$ cat config.mk
export PLATFORM = sky130hd
export DESIGN_NAME = mips_multicycle_control
export DESIGN_NICKNAME = d
export VERILOG_FILES = /design/src/rtl/mips_multicycle_control.sv
export SDC_FILE = /design/constraint.sdc
export NUM_CORES = 1
export LEC_CHECK = 0
export ABC_CLOCK_PERIOD_IN_PS = 1500
export CORE_AREA = 2 2 39 41
export CTS_CLUSTER_DIAMETER = 80
export DETAILED_ROUTE_END_ITERATION = 6
export DIE_AREA = 0 0 41 43
export DONT_BUFFER_PORTS = 1
export HOLD_SLACK_MARGIN = 0.02
export PLACE_DENSITY_LB_ADDON = 0.25
export SYNTH_ARGS = -nofsm -noshare
export SYNTH_HDL_FRONTEND = slang
export SYNTH_SLANG_ARGS = --single-unit
$ cat constraint.sdc
create_clock -name clk -period 1.5 [get_ports clk]
set_clock_uncertainty 0.15 [all_clocks]
set_input_delay 0.15 -clock clk [delete_from_list [all_inputs] [get_ports clk]]
set_output_delay 0.15 -clock clk [all_outputs]
set_load 0.05 [all_outputs]
$ cat src/rtl/mips_multicycle_control.sv
`default_nettype none
// ============================================================================
// Module   : mips_multicycle_control
// Purpose  : Main control unit of the multicycle MIPS core. A Moore FSM steps
//            each instruction through fetch/decode/execute/memory/writeback
//            and drives every datapath enable and mux select per cycle, plus
//            the 3-bit ALUControl code.
// Ports    : clk, rst_n (async, active low)
//            Opcode[5:0], Funct[5:0]  - from the instruction register
//            Zero                     - ALU zero flag (same cycle)
//            IorD, MemWrite, IRWrite, RegDst, MemtoReg, RegWrite, ALUSrcA,
//            ALUSrcB[1:0], ALUControl[2:0], PCSrc[1:0], PCEn - datapath ctrl
//            IllegalOp                - one-cycle unsupported opcode/funct flag
//            State[3:0]               - current state, for debug
// Config   : MC_CTRL_BNE_EN - when defined, bne (000101) is decoded to BNEBR.
// Revision : 1.0 - initial release
// ============================================================================
module mips_multicycle_control (
  input  logic       clk,
  input  logic       rst_n,
  input  logic [5:0] Opcode,
  input  logic [5:0] Funct,
  input  logic       Zero,
  output logic       IorD,
  output logic       MemWrite,
  output logic       IRWrite,
  output logic       RegDst,
  output logic       MemtoReg,
  output logic       RegWrite,
  output logic       ALUSrcA,
  output logic [1:0] ALUSrcB,
  output logic [2:0] ALUControl,
  output logic [1:0] PCSrc,
  output logic       PCEn,
  output logic       IllegalOp,
  output logic [3:0] State
);

  // State encodings
  localparam logic [3:0] S_FETCH   = 4'd0;
  localparam logic [3:0] S_DECODE  = 4'd1;
  localparam logic [3:0] S_MEMADR  = 4'd2;
  localparam logic [3:0] S_MEMRD   = 4'd3;
  localparam logic [3:0] S_MEMWB   = 4'd4;
  localparam logic [3:0] S_MEMWR   = 4'd5;
  localparam logic [3:0] S_EXECUTE = 4'd6;
  localparam logic [3:0] S_ALUWB   = 4'd7;
  localparam logic [3:0] S_BRANCH  = 4'd8;
  localparam logic [3:0] S_ADDIEX  = 4'd9;
  localparam logic [3:0] S_ADDIWB  = 4'd10;
  localparam logic [3:0] S_JUMP    = 4'd11;
  localparam logic [3:0] S_BNEBR   = 4'd12;

  // Opcodes
  localparam logic [5:0] C_OP_RTYPE = 6'b000000;
  localparam logic [5:0] C_OP_LW    = 6'b100011;
  localparam logic [5:0] C_OP_SW    = 6'b101011;
  localparam logic [5:0] C_OP_BEQ   = 6'b000100;
  localparam logic [5:0] C_OP_BNE   = 6'b000101;
  localparam logic [5:0] C_OP_ADDI  = 6'b001000;
  localparam logic [5:0] C_OP_J     = 6'b000010;

  // ALU codes
  localparam logic [2:0] C_ALU_ADD = 3'b010;
  localparam logic [2:0] C_ALU_SUB = 3'b110;
  localparam logic [2:0] C_ALU_AND = 3'b000;
  localparam logic [2:0] C_ALU_OR  = 3'b001;
  localparam logic [2:0] C_ALU_SLT = 3'b111;

  logic [3:0] r_state;
  logic [3:0] w_next;
  logic       w_pcwrite;
  logic       w_branch;
  logic       w_branch_ne;
  logic       w_irwrite;
  logic       w_regwrite;
  logic       w_memwrite;
  logic       w_illegal_op;
  logic       w_illegal_fn;
  logic [2:0] w_alu_fn;

  // --------------------------------------------------------------------------
  // State register
  // --------------------------------------------------------------------------
  always_ff @(posedge clk or negedge rst_n) begin
    if (!rst_n) begin
      r_state <= S_FETCH;
    end else begin
      r_state <= w_next;
    end
  end

  // --------------------------------------------------------------------------
  // Opcode legality and funct decode (only meaningful in DECODE / EXECUTE)
  // --------------------------------------------------------------------------
  always_comb begin
    w_illegal_op = 1'b0;
    case (Opcode)
      C_OP_RTYPE, C_OP_LW, C_OP_SW, C_OP_BEQ, C_OP_ADDI, C_OP_J: w_illegal_op = 1'b0;
`ifdef MC_CTRL_BNE_EN
      C_OP_BNE: w_illegal_op = 1'b0;
`endif
      default: w_illegal_op = 1'b1;
    endcase
  end

  always_comb begin
    w_alu_fn     = C_ALU_ADD;
    w_illegal_fn = 1'b0;
    case (Funct)
      6'b100000: w_alu_fn = C_ALU_ADD;
      6'b100010: w_alu_fn = C_ALU_SUB;
      6'b100100: w_alu_fn = C_ALU_AND;
      6'b100101: w_alu_fn = C_ALU_OR;
      6'b101010: w_alu_fn = C_ALU_SLT;
      default: begin
        w_alu_fn     = C_ALU_ADD;
        w_illegal_fn = 1'b1;
      end
    endcase
  end

  // --------------------------------------------------------------------------
  // Next-state logic
  // --------------------------------------------------------------------------
  always_comb begin
    w_next = S_FETCH;
    case (r_state)
      S_FETCH:  w_next = S_DECODE;
      S_DECODE: begin
        case (Opcode)
          C_OP_LW, C_OP_SW: w_next = S_MEMADR;
          C_OP_RTYPE:       w_next = S_EXECUTE;
          C_OP_BEQ:         w_next = S_BRANCH;
          C_OP_ADDI:        w_next = S_ADDIEX;
          C_OP_J:           w_next = S_JUMP;
`ifdef MC_CTRL_BNE_EN
          C_OP_BNE:         w_next = S_BNEBR;
`endif
          default:          w_next = S_FETCH;
        endcase
      end
      S_MEMADR:  w_next = (Opcode == C_OP_SW) ? S_MEMWR : S_MEMRD;
      S_MEMRD:   w_next = S_MEMWB;
      S_EXECUTE: w_next = S_ALUWB;
      S_ADDIEX:  w_next = S_ADDIWB;
      // Terminal states and any unused encoding (incl. 12 without bne) -> FETCH
      default:   w_next = S_FETCH;
    endcase
  end

  // --------------------------------------------------------------------------
  // Moore outputs
  // --------------------------------------------------------------------------
  always_comb begin
    IorD        = 1'b0;
    w_memwrite  = 1'b0;
    w_irwrite   = 1'b0;
    RegDst      = 1'b0;
    MemtoReg    = 1'b0;
    w_regwrite  = 1'b0;
    ALUSrcA     = 1'b0;
    ALUSrcB     = 2'b00;
    ALUControl  = C_ALU_ADD;
    PCSrc       = 2'b00;
    w_pcwrite   = 1'b0;
    w_branch    = 1'b0;
    w_branch_ne = 1'b0;
    case (r_state)
      S_FETCH: begin
        ALUSrcB   = 2'b01;
        w_irwrite = 1'b1;
        w_pcwrite = 1'b1;
      end
      // Precompute PC + (SignImm<<2) as the branch target
      S_DECODE: ALUSrcB = 2'b11;
      S_MEMADR, S_ADDIEX: begin
        ALUSrcA = 1'b1;
        ALUSrcB = 2'b10;
      end
      S_MEMRD: IorD = 1'b1;
      S_MEMWR: begin
        IorD       = 1'b1;
        w_memwrite = 1'b1;
      end
      S_MEMWB: begin
        MemtoReg   = 1'b1;
        w_regwrite = 1'b1;
      end
      S_EXECUTE: begin
        ALUSrcA    = 1'b1;
        ALUControl = w_alu_fn;
      end
      S_ALUWB: begin
        RegDst     = 1'b1;
        w_regwrite = 1'b1;
      end
      S_ADDIWB: w_regwrite = 1'b1;
      S_BRANCH: begin
        ALUSrcA    = 1'b1;
        ALUControl = C_ALU_SUB;
        PCSrc      = 2'b01;
        w_branch   = 1'b1;
      end
`ifdef MC_CTRL_BNE_EN
      S_BNEBR: begin
        ALUSrcA     = 1'b1;
        ALUControl  = C_ALU_SUB;
        PCSrc       = 2'b01;
        w_branch_ne = 1'b1;
      end
`endif
      S_JUMP: begin
        PCSrc     = 2'b10;
        w_pcwrite = 1'b1;
      end
      default: ;
    endcase
  end

  // Write enables are gated by rst_n so nothing is written while reset is
  // held, even though the state already reads FETCH.
  assign IRWrite   = rst_n & w_irwrite;
  assign RegWrite  = rst_n & w_regwrite;
  assign MemWrite  = rst_n & w_memwrite;
  assign PCEn      = rst_n & (w_pcwrite | (w_branch & Zero) | (w_branch_ne & ~Zero));
  assign IllegalOp = rst_n & (((r_state == S_DECODE) & w_illegal_op) |
                              ((r_state == S_EXECUTE) & w_illegal_fn));
  assign State     = r_state;

endmodule
`default_nettype wire
==> results.toml, run 1 <==
[sta]
fin_crit_sh = 1.224
maxSlewViolCount = 0
hold_viol = 0
rsz0062_at_grt = "true"
fin_ws_ns = -0.3355
fmax_mhz = 544.8
slew_headroom = 0.7222
finalSetupViolations = 17
finalCriticalPeriod_ns = 1.835
finalHoldWorstSlack_ns = 0.04251
worst_slew_pin_slew_ns = 0.4128

[synth]
synth-simple-area-share = 0.4123
synth_compound_area_frac = 0.2519
netlist_area_sq_um = 506.7
synthMuxAreaShare = 0.03951
syn_inst = 73
syn_avg_cell_area_sq_um = 6.942
async_flop_share = 1.000
synth-seq-cells = 4
synth_flop_cell = "dfrtp_1"
synthDistinctLibCells = 30
yosysTopAreaCell = "dfrtp_1"
synth_seq_area_share = 0.1975
synth_top_family_by_area = "simple AND/OR/NAND/NOR gates"
synth_edf_count = 0
synthAdderAreaFrac = 0
yosys_warnings = 0
yosys-top-cells-area = "dfrtp_1 20%, nor3_1 5.9%, nor2_1 5.9%"
synthXorXnorAreaFrac = 0.05185
synth_fp_nets = 88
synth_top_cell_area_share = 0.1975

[worst_setup_path]
critPathCaptureType = "primary output"
cp.arrival_ns = 1.54
cp_max_fo = 5
r2r-start = "State[1]"
crit_required_ns = 1.20
cp-start-kind = "flop"
crit_start = "State[0]"
critPathKind = "flop to primary output"

[die]
pin_count = 35
core_sq_mm = 0.001384
die_x_um = 41
start_util = 0.3662
die_area_sq_mm = 0.001763
die_h_um = 43
rows = 14

[cts]
cts_buffers = 3
clock_latency_ns = 0.24
cts_buffer_depth = 2
clk_pin_slew_ns = 0.04
tritoncts = "built"
clock-root-buffer = "clkbuf_4"
h-tree-depth = 1
cts_sinks = 4

[grt]
antenna_found_initial = 0
grt_usage = 0.2646
grt_pass1_vias = 753
grt_max_degree = 8
grt_pass1_wl_um = 3180
overflow = 0

[drt]
avgRoutedWirePerCell_um = 25.10
viasPerCell = 6.450
drt_iter0_drc = 33
via_count = 845
final_antenna_net_count = 0
drc = 0
wirelength_um = 3288
drt_first_pass_iters = 5

[run_status]
outcome = "complete, but fails checks"
violations = "negative setup slack"

[power]
power_frac_seq = 0.091
p_sw_uw = 1248
clock_power_share = 0.060
internal-power_uw = 1105
switching_share = 0.5304
p_leak_uw = 0.0004876
power_frac_comb = 0.849
cellPowerDensity_mw_per_mm2 = 1823
ir_worst_vdd_uv = 1268

[min_path]
min_path_type = "input pin to asynchronous set/reset pin"

[place]
placed_cell_area_sq_um = 964.7
io_buffer_count = 0
gp_congestion = 0.7813
place_hpwl_um = 1319

[finish]
fin_area_sq_mm = 0.001291
largest_register_ffs = 4
mostFrequentLayoutCells = "12 x buf_4, 11 x buf_12, 10 x buf_6"
syn_to_final_growth_pct = 154.8
layout_commonest_cell = "buf_4"
nets = 132
drive_above_1_share = 0.6435
diodes = 0

[run]
maxCapViolCount = 0
through the flow:
step / TNS, ns / std cells / setup WS, ns / power [uW] / utilization
finish: -3.494 / 131 / -0.3355 / 2354 / 0.9331
global placement: 0 / 112 / 0.01798 / 1717 / 0.6971
global route: -3.896 / 131 / -0.3564 / 2407 / 0.9331
floorplan: -2.039 / 73 / -0.3155 / 1198 / -
detailed placement: 0 / 112 / 0.007622 / 1728 / 0.6971
CTS: -1.758 / 124 / -0.2054 / 2063 / 0.8436
power groups by stage:
stage	clock network [uW]	registers [uW]	logic, uW
final	142	213	2000
after global routing	152	215	2040
after CTS	135	196	1730
after detailed placement	0	184	1540
after global placement	0	182	1540
after floorplan	0	311	887
path summary, 6_finish.rpt:
check | to | slack [ns] | cells after the start
setup reg to reg | State[0] | -0.05 | 5
setup / recovery | IllegalOp | -0.34 | 5
hold reg to reg | State[0] | 0.53 | 2
hold / removal | State[1] | 0.04 | 1
min in group clk | State[1] | 0.08 | 3
max in group asynchronous | State[3] | 0.95 | 1
worst max-delay path, cell delays in order (launching register included):
cell and delay, ns:
dfrtp_2 0.46, nor2_2 0.18, buf_6 0.16, nand4_1 0.20, o31ai_4 0.13, buf_12 0.17
layout make-up:
class,count,area [sq um]
inverter,3,15.01
fill,45,92.59
clock buffer,3,22.52
tap,16,20.02
sequential,4,105.1
multi-input combinational,63,605.6
timing repair buffer,42,523.0
layer usage:
metal  track usage  vias up  wire length, um
li1              -      353                -
met1        0.2689      408             1177
met2        0.5219       68             1727
met3       0.05236       16              270
met4       0.02000        0              112
met5             0        -                0
cell usage after synthesis (3+ instances only):
library cell  count
nor2_1            8
nand2_1           6
nor3_1            6
o21ai_0           5
dfrtp_1           4
nand3_1           4
inv_1             3
nand2b_1          3
xor2_1            3
repair_timing:
| item | in CTS | in global routing |
|---|---|---|
| hold buffers | 7 | 0 |
| buffers inserted | 2 | 8 |
| hold endpoints to repair | 6 | 0 |
| pin swaps | 8 | 11 |
| endpoints found under the setup margin | 15 | 17 |
| resized for setup | 24 | 16 |
logic make-up (layout without fill, tap and decap cells):
family                    Yosys count  in the layout
muxes                               2              2
AOI/OAI and AO/OA                  18             18
DFF                                 4              4
and+or+nand+nor                    40             40
buffers and inverters               6             48
xor gates and xnor gates            3              3
(Power assumes the default switching activity.)
==> run 2: changes to the inputs <==
- CORE_AREA: 2 2 39 41 -> not set
- CORE_MARGIN: not set -> 2
- CORE_UTILIZATION: not set -> 34
- DIE_AREA: 0 0 41 43 -> not set
- DONT_BUFFER_PORTS: 1 -> not set
- PLACE_DENSITY: not set -> 0.74
- PLACE_DENSITY_LB_ADDON: 0.25 -> not set
- RECOVER_POWER: not set -> 50
==> results.toml, run 2 <==
[run_status]
outcome = "aborted with a tool error"
lastStage = "detailed placement (3_5_place_dp)"
toolErrorMsg = "[ERROR DPL-0038] Utilization greater than 100%, impossible to legalize"

[synth]
yosys_warnings = 0
yosysTopAreaCell = "dfrtp_1"
synth-seq-cells = 4
netlist_area_sq_um = 506.7
synth_most_common_cell = "nor2_1"
synth_edf_count = 0
synth_fp_nets = 88
synth_seq_area_share = 0.1975
syn_avg_cell_area_sq_um = 6.942
yosys-top-cells-area = "dfrtp_1 20%, nor3_1 5.9%, nor2_1 5.9%"
async_flop_share = 1.000
synthDistinctLibCells = 30
synth_flop_cell = "dfrtp_1"
synth_top_cell_area_share = 0.1975
syn_inst = 73
yosys-top-cells-count = "8 x nor2_1, 6 x nand2_1, 6 x nor3_1"

[die]
pin_count = 35
die_x_um = 42.61
rows = 13
start_util = 0.3753
die_h_um = 42.61

[place]
io_buffer_count = 34
gp_congestion = 0.7829
[run 2: cell families after synthesis]
| kind of cell | count (synthesis) | share of synthesized area |
|---|---|---|
| compound gates | 18 | 0.2518 |
| xor+xnor | 3 | 0.05186 |
| buf+inv | 6 | 0.04689 |
| flops | 4 | 0.1975 |
| mux | 2 | 0.03951 |
| simple gates | 40 | 0.4123 |
[run 2: metrics by stage]
step                    area (sq um)  setup TNS, ns  cells
after floorplan                664.4         -2.039     73
after global placement          1411         -1.823    151
==> run 3: changes to the inputs <==
- CORE_AREA: not set -> 2 2 63 65
- CORE_MARGIN: 2 -> not set
- CORE_UTILIZATION: 34 -> not set
- CTS_CLUSTER_DIAMETER: 80 -> not set
- DIE_AREA: not set -> 0 0 65 67
- HOLD_SLACK_MARGIN: 0.02 -> not set
- PLACE_DENSITY: 0.74 -> not set
- PLACE_DENSITY_LB_ADDON: not set -> 0.15
==> results.toml, run 3 (same netlist as run 1, synthesis figures left out) <==
[die]
die_x_um = 65
rows = 22
die_area_sq_mm = 0.004355
die_h_um = 67
start_util = 0.1405
pin_count = 35
core_sq_mm = 0.003606

[worst_setup_path]
reg2reg_to = "State[2]"
cp-start-kind = "flop"
r2r_slack_ns = 0.12
critPathCaptureType = "primary output"
cp_max_fo = 5
cp.arrival_ns = 1.38
path_cells = "nor2_4, buf_6, mux2i_1, and2_4, buf_12"
crit_required_ns = 1.20
crit_slowest_cell = "dfrtp_2"
reg2regPathDepth = 4
max_stage_delay_ns = 0.44
critPathKind = "flop to primary output"
crit_start = "State[0]"
r2r-start = "State[3]"

[drt]
drt_iter0_drc = 3
via_count = 848
avgRoutedWirePerCell_um = 11.30
viasPerCell = 4.137
wirelength_um = 2316
drc = 0
final_antenna_net_count = 0
drt_first_pass_iters = 3

[finish]
final_util = 0.5069
drive_above_1_share = 0.7325
nFillCells = 330
diodes = 0
layout_commonest_cell = "buf_4"
fin_cells = 205
seqCellArea_sq_um = 105.1
largest_register_ffs = 4
syn_to_final_growth_pct = 260.7
mostFrequentLayoutCells = "35 x buf_4, 20 x buf_12, 12 x buf_6"
nets = 174
multi_input_area_sq_um = 646.9

[sta]
rsz0062_at_grt = "true"
finalCriticalPeriod_ns = 1.682
finalHoldWorstSlack_ns = 0.1707
fin_ws_ns = -0.1823
slew_headroom = 0.8242
finalSetupViolations = 16
hold_viol = 0
fin_crit_sh = 1.122
worst_slew_pin_slew_ns = 0.2627
fmax_mhz = 594.4
maxSlewViolCount = 0
tns_ns = -1.766

[cts]
h-tree-depth = 1
cts_buffer_depth = 2
clk_pin_slew_ns = 0.03
cts_sinks = 4
clock-root-buffer = "clkbuf_8"
tritoncts = "built"
clock_latency_ns = 0.22
cts_buffers = 3

[min_path]
min_path_type = "input pin to flop"
worstHoldStart = "Opcode[4]"
min_to = "State[0]"
whs_path_depth = 4

[grt]
grt_max_degree = 9
grt_pass1_vias = 889
grt_pass1_wl_um = 3815
grt_usage = 0.1144
antenna_found_initial = 0
overflow = 0

[place]
dp.cells = 185
gp_congestion = 0.7897
place_hpwl_um = 1770
io_buffer_count = 34

[run_status]
outcome = "complete, but fails checks"
violations = "negative setup slack"

[power]
cellPowerDensity_mw_per_mm2 = 1504
total_power_uw = 2750
ir_worst_vdd_uv = 476.7
p_leak_uw = 0.0007686

[run]
maxCapViolCount = 0
run 3: final cells by class:
type | instances | share of cell area
Tap cell | 48 | 0.03285
Sequential cell | 4 | 0.05750
Inverter | 3 | 0.006160
Timing Repair Buffer | 84 | 0.5270
Multi-Input combinational cell | 63 | 0.3539
Clock buffer | 3 | 0.02259
run 3: what timing repair did:
item,4_1_cts,5_1_grt
pin swaps,15,13
endpoints found under the setup margin,17,18
gates resized for setup,44,17
setup buffers,15,4
hold endpoints to repair,0,0
hold buffers,0,0
run 3: worst max path at each step:
| stage | cells after the start | endpoint | slack [ns] |
|---|---|---|---|
| 2_1_floorplan | 3 | ALUControl[2] | -0.32 |
| 3_3_place_gp | 5 | ALUControl[0] | -0.39 |
| 3_5_place_dp | 6 | IllegalOp | -0.44 |
| 4_1_cts | 5 | RegWrite | -0.22 |
| 5_1_grt | 5 | RegWrite | -0.25 |
| 6_report | 5 | RegWrite | -0.18 |
run 3: per-stage QoR:
step                      worst slack [ns]  cell area [sq um]
after global placement             -0.3889               1460
after CTS                          -0.2203               1742
after detailed placement           -0.4361               1460
final                              -0.1823               1828
after floorplan                    -0.3155              664.4
after global routing               -0.2473               1828
run 3: routing by layer:
metal / track usage / wire, um / vias up / share of wire
li1: - / - / 435 / -
met1: 0.1172 / 857 / 386 / 0.37
met2: 0.2268 / 1314 / 24 / 0.57
met3: 0.02872 / 119 / 3 / 0.051
met4: 0.03191 / 25 / 0 / 0.011
met5: 0 / 0 / - / 0
run 3: worst max-delay path: cells and delay by family (launching register included):
family	cells	cell delay, ns
flops	1	0.44
simple gates	2	0.29
buf+inv	2	0.26
mux	1	0.18
run 3: power breakdown:
group	switching, uW	leakage, uW	internal, uW	total, uW
Clock	57.5	0.0000216	171	229
Combinational	1150	0.000700	1180	2320
Sequential	51.2	0.0000472	148	199
==> run 4: changes to the inputs <==
- SETUP_SLACK_MARGIN: not set -> 0.1
==> results.toml, run 4 (same netlist as run 1, synthesis figures left out) <==
[run_status]
outcome = "complete, but fails checks"
violations = "negative setup slack"

[drt]
wirelength_um = 2575
via_count = 872
drt_first_pass_iters = 4
viasPerCell = 4.275
drt_iter0_drc = 5
drc = 0
final_antenna_net_count = 0
avgRoutedWirePerCell_um = 12.62

[run]
maxCapViolCount = 0

[sta]
worst_slew_pin_slew_ns = 0.3967
hold_viol = 0
maxSlewViolCount = 0
fin_crit_sh = 1.138
slew_headroom = 0.7350
fin_ws_ns = -0.2064
fmax_mhz = 586.0
finalSetupViolations = 18
rsz0062_at_grt = "true"
finalCriticalPeriod_ns = 1.706
tns_ns = -2.245

[die]
die_area_sq_mm = 0.004355
pin_count = 35
die_h_um = 67
die_x_um = 65
core_sq_mm = 0.003606
start_util = 0.1405
rows = 22

[place]
gp_congestion = 0.8157
io_buffer_count = 34
place_hpwl_um = 1860

[grt]
busiest_layer = "met2"
grt_max_degree = 9
grt_usage = 0.1222
overflow = 0
antenna_found_initial = 0
met2_usage = 0.2564
grt_pass1_vias = 933
grt_use_met1 = 0.1192
grt_pass1_wl_um = 4057
use_met3 = 0.01858

[power]
p_leak_uw = 0.0007432
ir_worst_vdd_uv = 607.2
cellPowerDensity_mw_per_mm2 = 1518
total_power_uw = 2777

[cts]
cts_buffer_depth = 2
cts_sinks = 4
clock_latency_ns = 0.22
clk_pin_slew_ns = 0.03
h-tree-depth = 1
clock-root-buffer = "clkbuf_8"
tritoncts = "built"
cts_buffers = 3

[worst_setup_path]
critPathKind = "flop to primary output"
critPathCaptureType = "primary output"
cp-start-kind = "flop"
r2r-start = "State[1]"
crit_required_ns = 1.20
cp.arrival_ns = 1.41
crit_start = "State[1]"
cp_max_fo = 5

[finish]
diodes = 0
layout_commonest_cell = "buf_4"
largest_register_ffs = 4
nets = 173
mostFrequentLayoutCells = "32 x buf_4, 20 x buf_12, 15 x buf_6"
syn_to_final_growth_pct = 261.0
drive_above_1_share = 0.7372

[min_path]
min_path_type = "input pin to flop"
worstHoldStart = "Opcode[1]"
[run 4: cell count changes in the layout (fill, tap and decap cells not counted), moves of 2 or more]
cell / before / now
buf_4: 35 / 32
buf_6: 12 / 15
dlygate4sd2_1: 7 / 10
dlymetal6s2s_1: 2 / 0
nand3_4: 2 / 0
[run 4: critical path, cell delays in order (launching register included)]
cell and delay [ns]:
dfrtp_2 0.40, inv_2 0.05, nor2_1 0.09, buf_4 0.17
mux2i_1 0.19, and2_4 0.17, buf_12 0.13
[run 4: what timing repair did]
action / CTS / global route
setup buffers: 9 / 9
pin swaps: 16 / 10
setup endpoints to repair: 20 / 20
hold buffers: 0 / 0
gates resized for setup: 45 / 12
[run 4: path summary, 6_finish.rpt]
path | endpoint | slack, ns | cells after the start
max in group asynchronous | State[2] | 0.58 | 3
setup reg to reg | State[0] | -0.03 | 6
hold reg to reg | State[3] | 0.54 | 2
min in group asynchronous | State[1] | 0.43 | 3
setup / recovery | RegWrite | -0.21 | 6
hold / removal | State[0] | 0.39 | 4
[run 4: layout make-up]
class | instances | area [sq um]
well taps | 48 | 60.06
repair buffers | 83 | 955.9
flip-flops and latches | 4 | 105.1
clock buffers | 3 | 41.29
multi-input cells | 63 | 651.9
inverters | 3 | 15.01
fillers | 360 | 1777
[run 4: per-layer routing]
metal,wire (um),vias up
li1,-,434
met1,934,411
met2,1529,27
met3,111,0
met4,0,0
met5,0,-
[run 4: report_power, final]
group          internal, uW  switching (uW)  leakage, uW
sequential              148            43.3    0.0000472
clock                   171            55.3    0.0000216
combinational          1200            1160     0.000674
total                  1520            1260     0.000743
[run 4: metrics by stage]
stage	hold slack [ns]	cells	instance area (sq um)	utilization	worst slack, ns
global placement	0.4796	184	1454	0.4032	-0.3972
finish	0.3948	204	1829	0.5073	-0.2064
CTS	0.3078	196	1708	0.4736	-0.2088
detailed placement	0.4723	184	1454	0.4032	-0.4540
global route	0.4118	204	1829	0.5073	-0.2763
floorplan	-0.2956	73	665.6	-	-0.3155
